<file path="src/rtl/aorb_result_display_if.sv">
// Bus between the AorB operand stage / host and the result display stage.
// master drives result/load; slave (the display stage) drives the status and display pins.
interface aorb_result_display_if;
  logic [5:0] result;
  logic       load;
  logic       busy;
  logic       done;
  logic [7:0] bcd;
  logic [6:0] seg;
  logic [1:0] an;

  modport master (output result, load, input busy, done, bcd, seg, an);
  modport slave  (input result, load, output busy, done, bcd, seg, an);
endinterface

</file>
<file path="src/rtl/aorb_result_display.sv">
// Captures a 6-bit result, converts it to two BCD digits by double-dabble and drives a
// multiplexed active-low 2-digit 7-segment display. Define AORB_DISP_LZB_EN for tens-digit blanking.
module aorb_result_display #(
  parameter int REFRESH_CYCLES = 50000
) (
  input  logic                  clk,
  input  logic                  rst,
  aorb_result_display_if.slave  bus
);

  typedef enum logic [1:0] {
    IDLE  = 2'd0,
    SHIFT = 2'd1,
    LATCH = 2'd2
  } state_t;

  localparam int RW = (REFRESH_CYCLES > 2) ? $clog2(REFRESH_CYCLES) : 1;
  localparam logic [RW-1:0] REF_LAST = RW'(REFRESH_CYCLES - 1);

  function automatic logic [6:0] seg_decode(input logic [3:0] digit);
    logic [6:0] s;
    case (digit)
      4'd0:    s = 7'h40;
      4'd1:    s = 7'h79;
      4'd2:    s = 7'h24;
      4'd3:    s = 7'h30;
      4'd4:    s = 7'h19;
      4'd5:    s = 7'h12;
      4'd6:    s = 7'h02;
      4'd7:    s = 7'h78;
      4'd8:    s = 7'h00;
      4'd9:    s = 7'h10;
      default: s = 7'h7F;
    endcase
    return s;
  endfunction

  function automatic logic [3:0] dabble_adj(input logic [3:0] nib);
    logic [3:0] r;
    if (nib >= 4'd5) begin
      r = nib + 4'd3;
    end else begin
      r = nib;
    end
    return r;
  endfunction

  state_t        state_q, state_d;
  logic [5:0]    sr_q, sr_d;
  logic [7:0]    scr_q, scr_d;
  logic [2:0]    cnt_q, cnt_d;
  logic [7:0]    bcd_q, bcd_d;
  logic          done_q, done_d;
  logic [RW-1:0] ref_q, ref_d;
  logic          dsel_q, dsel_d;
  logic [6:0]    seg_q, seg_d;
  logic [1:0]    an_q, an_d;
  logic [7:0]    scr_adj_s;
  logic [13:0]   shifted_s;

  // Conversion FSM: next state, shift datapath and latch of the finished BCD value.
  always_comb begin
    state_d   = state_q;
    sr_d      = sr_q;
    scr_d     = scr_q;
    cnt_d     = cnt_q;
    bcd_d     = bcd_q;
    done_d    = 1'b0;
    scr_adj_s = {dabble_adj(scr_q[7:4]), dabble_adj(scr_q[3:0])};
    shifted_s = {scr_adj_s, sr_q} << 1;
    case (state_q)
      IDLE: begin
        if (bus.load) begin
          sr_d    = bus.result;
          scr_d   = 8'h00;
          cnt_d   = 3'd0;
          state_d = SHIFT;
        end else begin
          state_d = IDLE;
        end
      end
      SHIFT: begin
        scr_d = shifted_s[13:6];
        sr_d  = shifted_s[5:0];
        cnt_d = cnt_q + 3'd1;
        if (cnt_q == 3'd5) begin
          state_d = LATCH;
        end else begin
          state_d = SHIFT;
        end
      end
      LATCH: begin
        bcd_d   = scr_q;
        done_d  = 1'b1;
        state_d = IDLE;
      end
      default: begin
        state_d = IDLE;
      end
    endcase
  end

  // Refresh timer and display multiplexer; always shows the last latched value.
  always_comb begin
    ref_d  = ref_q + RW'(1);
    dsel_d = dsel_q;
    if (ref_q == REF_LAST) begin
      ref_d  = '0;
      dsel_d = ~dsel_q;
    end else begin
      dsel_d = dsel_q;
    end
    if (dsel_q) begin
      an_d = 2'b01;
`ifdef AORB_DISP_LZB_EN
      if (bcd_q[7:4] == 4'd0) begin
        seg_d = 7'h7F;
      end else begin
        seg_d = seg_decode(bcd_q[7:4]);
      end
`else
      seg_d = seg_decode(bcd_q[7:4]);
`endif
    end else begin
      an_d  = 2'b10;
      seg_d = seg_decode(bcd_q[3:0]);
    end
  end

  // State and output registers.
  always_ff @(posedge clk or posedge rst) begin
    if (rst) begin
      state_q <= IDLE;
      sr_q    <= 6'd0;
      scr_q   <= 8'h00;
      cnt_q   <= 3'd0;
      bcd_q   <= 8'h00;
      done_q  <= 1'b0;
      ref_q   <= '0;
      dsel_q  <= 1'b0;
      seg_q   <= 7'h7F;
      an_q    <= 2'b11;
    end else begin
      state_q <= state_d;
      sr_q    <= sr_d;
      scr_q   <= scr_d;
      cnt_q   <= cnt_d;
      bcd_q   <= bcd_d;
      done_q  <= done_d;
      ref_q   <= ref_d;
      dsel_q  <= dsel_d;
      seg_q   <= seg_d;
      an_q    <= an_d;
    end
  end

  assign bus.busy = (state_q != IDLE);
  assign bus.done = done_q;
  assign bus.bcd  = bcd_q;
  assign bus.seg  = seg_q;
  assign bus.an   = an_q;

endmodule

</file>
<file path="src/flat_wrapper.sv">
// flat-port wrapper written by rule: the top's interface ports become plain ports
module aorb_result_display_flat 
#(
  parameter int REFRESH_CYCLES = 50000
)
  (clk, rst, bus_result, bus_load, bus_busy, bus_done, bus_bcd, bus_seg, bus_an);
  aorb_result_display_if bus_i ();
  input  logic clk;
  input  logic rst;
  input wire logic [$bits(bus_i.result)-1:0] bus_result;
  input wire logic [$bits(bus_i.load)-1:0] bus_load;
  output wire logic [$bits(bus_i.busy)-1:0] bus_busy;
  output wire logic [$bits(bus_i.done)-1:0] bus_done;
  output wire logic [$bits(bus_i.bcd)-1:0] bus_bcd;
  output wire logic [$bits(bus_i.seg)-1:0] bus_seg;
  output wire logic [$bits(bus_i.an)-1:0] bus_an;
  assign bus_i.result = bus_result;
  assign bus_i.load = bus_load;
  assign bus_busy = bus_i.busy;
  assign bus_done = bus_i.done;
  assign bus_bcd = bus_i.bcd;
  assign bus_seg = bus_i.seg;
  assign bus_an = bus_i.an;
  aorb_result_display #(.REFRESH_CYCLES(REFRESH_CYCLES)) u_core (.clk(clk), .rst(rst), .bus(bus_i));
endmodule
</file>
<file path="config.mk">
export PLATFORM = sky130hd
export DESIGN_NAME = aorb_result_display_flat
export DESIGN_NICKNAME = d
export VERILOG_FILES = /design/src/rtl/aorb_result_display_if.sv /design/src/rtl/aorb_result_display.sv /design/src/flat_wrapper.sv
export SDC_FILE = /design/constraint.sdc
export NUM_CORES = 1
export LEC_CHECK = 0
export ABC_AREA = 1
export CORE_MARGIN = 8
export CORE_UTILIZATION = 45
export CTS_BUF_LIST = sky130_fd_sc_hd__clkbuf_2 sky130_fd_sc_hd__clkbuf_4 sky130_fd_sc_hd__clkbuf_8
export DETAILED_ROUTE_END_ITERATION = 10
export PLACE_DENSITY = 0.65
export SYNTH_ARGS = -nofsm -noshare
export SYNTH_HDL_FRONTEND = slang
export SYNTH_SLANG_ARGS = --single-unit
export TNS_END_PERCENT = 30
</file>
<file path="constraint.sdc">
create_clock -name clk -period 1.7 [get_ports clk]
set_input_delay 0.255 -clock clk [delete_from_list [all_inputs] [get_ports clk]]
set_output_delay 0.255 -clock clk [all_outputs]
set_load 0.005 [all_outputs]
</file>
# ---- Word-level counts from Yosys, hierarchy flattened
# Memories as Yosys holds them, arrays and structs flattened.
# Cells that the tools add are included.
dict set report op_classes {
  n_addsub 4
  multipliers 0
  n_div 0
  magnitude_cmp 2
  n_eq_ne 5
  n_shift 0
  muxes 15
  n_bitwise 1
  n_reduce_logical 4
}
# op n
set op_table {}
lappend op_table {{$add A16 B1 Y16 const B} 1}
lappend op_table {{$eq A16 B16 Y1 const B} 1}
lappend op_table {{$mux W16} 1}
lappend op_table {{$pmux W8 S2} 1}
lappend op_table {{$pmux W6 S2} 1}
lappend op_table {{$ge A4 B3 Y1 const B} 2}
lappend op_table {{$mux W8} 1}
lappend op_table {{$mux W7} 1}
lappend op_table {{$mux W3} 2}
lappend op_table {{$mux W6} 1}
lappend op_table {{$pmux W3 S2} 1}
lappend op_table {{$add A4 B2 Y4 const B} 1}
lappend op_table {{$mux W2} 2}
lappend op_table {{$mux W4} 1}
lappend op_table {{$pmux W2 S2} 1}
lappend op_table {{$reduce_bool A2 Y1} 2}
lappend op_table {{$add A3 B1 Y3 const B} 1}
lappend op_table {{$add A3 B2 Y3 const B} 1}
lappend op_table {{$eq A3 B3 Y1 const B} 1}
lappend op_table {{$eq A2 B1 Y1 const B} 1}
lappend op_table {{$eq A2 B2 Y1 const B} 1}
lappend op_table {{$logic_not A2 Y1} 1}
lappend op_table {{$mux W1} 2}
lappend op_table {{$ne A2 B2 Y1 const B} 1}
lappend op_table {{2 further kinds} 2}
dict set report totals {
  ff_bits 54
  latch_bits 0
  ramBits 0
  mem_bits_ro 224
  input_bits 9
  output_inout_bits 19
  n_memories 2
}
# name words width rd rd_ports_with_merged_regs wr line
set memory_table {}
lappend memory_table {{(no name shown)} 16 7 1 0 0 aorb_result_display.sv:22} ;# case (digit)
lappend memory_table {{(no name shown)} 16 7 1 0 0 aorb_result_display.sv:22}

# ---- Logic depth before layout (Yosys ltp)
dict set report logic_depth {
  word_depth 3
  depth_mapped 9
  mapped_depth_nobuf 9
}

# ---- Worst setup path before layout
# Ideal clock, no wire load.
dict set report synth_timing {
  kind {register to register}
  startpoint {register u_core.scr_q[0]}
  endpoint {register u_core.scr_q[1]}
  setup_ns 0.117
  t_arrival_ns 1.155
  required_ns 1.583
  setup_slack_ns 0.427
  stages_incl_launch_ff 9
  path_buffers 0
  synth_period_minus_slack_ns 1.273
  cell_sequence {dfrtp_1 -> inv_1 -> ha_1 -> inv_1 -> nor2_1 -> o21ai_0 -> nand2_1 -> nand3_1 -> nand2_1}
}
dict set report synth_via {
  elab_chain_len 3
}
# element line
set synth_rtl {}
lappend synth_rtl {{start: declaration} aorb_result_display.sv:50} ;# logic [7:0] scr_q, scr_d;
lappend synth_rtl {{start signal: assignment} aorb_result_display.sv:146} ;# scr_q <= scr_d;
lappend synth_rtl {{$add A4 B2 Y4 or $ge A4 B3 Y1 (tied branches)} {aorb_result_display.sv:41, aorb_result_display.sv:40}}
lappend synth_rtl {{$mux W4 *} aorb_result_display.sv:40} ;# if (nib >= 4'd5) begin
lappend synth_rtl {{$pmux W8 S2 *} aorb_result_display.sv:71} ;# case (state_q)
# Every way passes the cells marked *; elsewhere a longest branch is shown, timed or not.
# A chain may end at the register's enable or synchronous reset.

# ---- Final worst setup path
dict set report layout_timing {
  startpoint {register u_core.state_q[0]}
  endpoint {output port bus_busy}
}
dict set report layout_via {
  elab_chain_len 1
}
# element line
set layout_rtl {}
lappend layout_rtl {{start: declaration} aorb_result_display.sv:48} ;# state_t state_q, state_d;
lappend layout_rtl {{start signal: assignment} aorb_result_display.sv:144} ;# state_q <= state_d;
lappend layout_rtl {{$reduce_bool A2 Y1} aorb_result_display.sv:157} ;# assign bus.busy = (state_q != IDLE);
lappend layout_rtl {{end: declaration} flat_wrapper.sv:12} ;# output wire logic [$bits(bus_i.busy)-1:0] bus_busy;
# No other way between the ends.

==> summary.txt <==
Global route
  – Initial antenna violation count: 0
  – Largest net degree at the start of global routing: 27
  – Vias in the first global route: 2196
  – GRT overflow: 0
  – First-pass GRT wire length: 10.1 mm
  – Total GRT Usage: 13.6%

Yosys
  – Most numerous cell in the Yosys netlist: nand2_1
  – Seq/Total Area, Yosys: 47.1%
  – Synthesized instance count: 346
  – Area of the mapped netlist: 2890 µm²
  – Mapped Nets: 372
  – Commonest cells post-synth: 85 x nand2_1, 50 x inv_1, 45 x dfrtp_1, 34 x nor2_1, 22 x nand3_1
  – Post-synth EDFFs: 0
  – Syn_area_per_cell: 8.36 µm²
  – Main flop type after synthesis: dfrtp_1
  – Top cell type by total area after synthesis: dfrtp_1
  – Seq cells post-synth: 54
  – Yosys cell types: 30
  – Synth Warn #: 0
  – Fraction of registers with async set/reset: 100%
  – Main area contributors after synthesis: dfrtp_1 39%, nand2_1 11%, dfstp_2 8.2%
  – Yosys top cell area share: 38.9%

Drt
  – Wire per inst: 12.4 µm
  – Final ANT Viol Nets: 0
  – Vias per inst: 4.89
  – Met1 WL: 2.74 mm
  – # DRC: 0
  – Met2 wire len: 2.64 mm
  – Vias post-DR: 2251
  – DR WL met3: 252 µm
  – Initial DRC Count: 105
  – Top Metal Used: met4
  – Drt pass-1 iters: 5
  – Post-Route WL: 5.69 mm

Floorplan
  – Die height: 96.2 µm
  – Die X: 96.2 µm
  – Core region area: 6280 µm²
  – Die ar.: 9250 µm²
  – Starting Density: 46.1%
  – Io pins: 28
  – # rows: 29

Hold path
  – Worst min path class: in2async

Final layout
  – Fill cells: 598
  – Sequential cell area: 1370 µm²
  – Core Util, Final: 54.0%
  – Layout area overhead: 17.1%
  – Non-Filler Instances: 460
  – Antenna cells: 0
  – Layout cell share with drive strength beyond 1: 12.0%
  – Multi-input gate area: 1290 µm²
  – Fin nets: 408

Pwr
  – Internal power: 3030 µW
  – Cell Pwr Density: 1450 nW/µm²
  – Switching pwr: 1880 µW
  – Switching share of power: 38.3%
  – Seq pwr share: 40.7%
  – Leakage: 0.00160 µW
  – Comb power frac: 43.9%
  – Peak VDD IR: 0.743 mV
  – Power Total: 4910 µW
  – Clock network fraction of design power: 15.5%

Clocking
  – Clk sink count: 54
  – TritonCTS clock tree: done
  – CTS Buffer Depth: 2
  – Cts hold-fix bufs: 0
  – TritonCTS Buffers: 5
  – Latest clock arrival within the worst-skew pair: 300 ps
  – Clock Tree Root: clkbuf_8
  – H-Tree Depth: 2
  – Clock-pin transition on the worst setup and hold timing paths: 100 ps

Timing
  – RSZ-0062 raised after global routing: no
  – Hold WS: 215 ps
  – Maximum clock rate: 0.617 GHz
  – Slew HR: 68.1%
  – Crit share post-route: 95.3%
  – Slew @ Worst Pin: 478 ps
  – Fin crit period: 1620 ps
  – Final setup violation count: 0
  – Final setup skew: 10.3 ps
  – Endpoints failing hold: 0
  – Setup TNS: 0 ps
  – Max Slew Vio Count: 0

Flow run
  – Max cap viols: 0

Place
  – Inst Count DP: 450
  – Dpl hpwl: 4.31 mm
  – Placer Congestion: 0.784
  – Count of input and output buffers: 27

Setup path
  – Crit Path Category: reg2out
  – Critical Path RT: 1440 ps
  – Startpoint types: register
  – CP Data Arrival Time: 1370 ps
  – Crit Path Max Fanout: 3
  – Worst Setup End Kind: output port

Status
  – Run status: complete, no violations
[cell usage in the layout (no fill, tap or decap), types with 5 or more instances in the layout]
| cell type | n |
|---|---|
| nand2_1 | 85 |
| inv_1 | 49 |
| dfrtp_1 | 43 |
| nor2_1 | 34 |
| clkdlybuf4s50_1 | 27 |
| nand3_1 | 22 |
| o21ai_0 | 20 |
| ha_1 | 17 |
| dfstp_2 | 9 |
| a21oi_1 | 6 |
| a22oi_1 | 6 |
| xor2_1 | 6 |
| clkbuf_8 | 6 |
| o21ai_1 | 5 |
| o21ai_2 | 5 |
| o22ai_1 | 5 |
[state kept, by name, indices dropped and copies added (netlist names)]
name	flops
u_core.cnt_q	3
u_core.state_q	2
u_core.bus.bcd	8
u_core.bus.seg	7
u_core.scr_q	8
u_core.bus.an	2
u_core.ref_q	16
u_core.sr_q	6
u_core.dsel_q	1
u_core.bus.done	1
[logic make-up after synthesis]
family / count (synthesis) / share of synthesized area, %
xor+xnor: 6 / 1.82
buf+inv: 57 / 8.47
compound gates: 54 / 11.6
simple gates: 158 / 23.7
fa+ha+maj: 17 / 7.35
flops: 54 / 47.1
[through the flow]
step	setup slack [ps]	instance area [µm²]
CTS	29.9	3370
detailed placement	199	3270
finish	79.2	3390
global placement	319	3270
global route	21.3	3390
floorplan	145	2890
[cell type report]
type,count,share of cell area [%]
clock buffers,7,2.66
multi-input cells,235,37.9
inverters,54,6.20
repair buffers,32,9.82
well taps,77,2.84
flip-flops and latches,54,40.3
clock inverters,1,0.258
[power groups by stage]
stage / Sequential [µW] / Combinational, µW / Clock [µW]
2_1_floorplan: 1980 / 1510 / 0
3_3_place_gp: 2010 / 2080 / 0
3_5_place_dp: 2030 / 2130 / 0
4_1_cts: 2010 / 2150 / 794
5_1_grt: 2050 / 2490 / 843
6_report: 1990 / 2150 / 758
[repair_timing]
| action | 4_1_cts | 5_1_grt |
|---|---|---|
| buffers inserted | 0 | 2 |
| setup endpoints to repair | 1 | 1 |
| gates resized for setup | 2 | 1 |
[worst max-delay path: stages (launching register included)]
cell,delay [ps]
dfrtp_2,440
inv_4,70
nand2_1,60
clkdlybuf4s50_1,490
[per-layer routing]
layer	global-route usage, %	vias to the layer above
met5	0	-
met4	4.35	0
met3	3.28	6
met2	22.2	31
met1	17.2	1043
li1	-	1171
[path summary, 6_finish.rpt]
check | cells past startpoint | slack (ps) | to | from
worst max-delay path | 3 | 80 | bus_busy | u_core.state_q[0]$_DFF_PP0_
worst min-delay path | 2 | 210 | u_core.scr_q[2]$_DFFE_PP0P_ | rst
worst max register to register | 9 | 150 | u_core.scr_q[1]$_DFFE_PP0P_ | u_core.scr_q[0]$_DFFE_PP0P_
worst min register to register | 0 | 430 | u_core.bus.an[0]$_DFF_PP1_ | u_core.dsel_q$_DFFE_PP0N_
max in group asynchronous | 3 | 1000 | u_core.bus.seg[3]$_DFF_PP1_ | rst
min in group clk | 0 | 430 | u_core.bus.an[0]$_DFF_PP1_ | u_core.dsel_q$_DFFE_PP0N_
(Power assumes the default switching activity.)
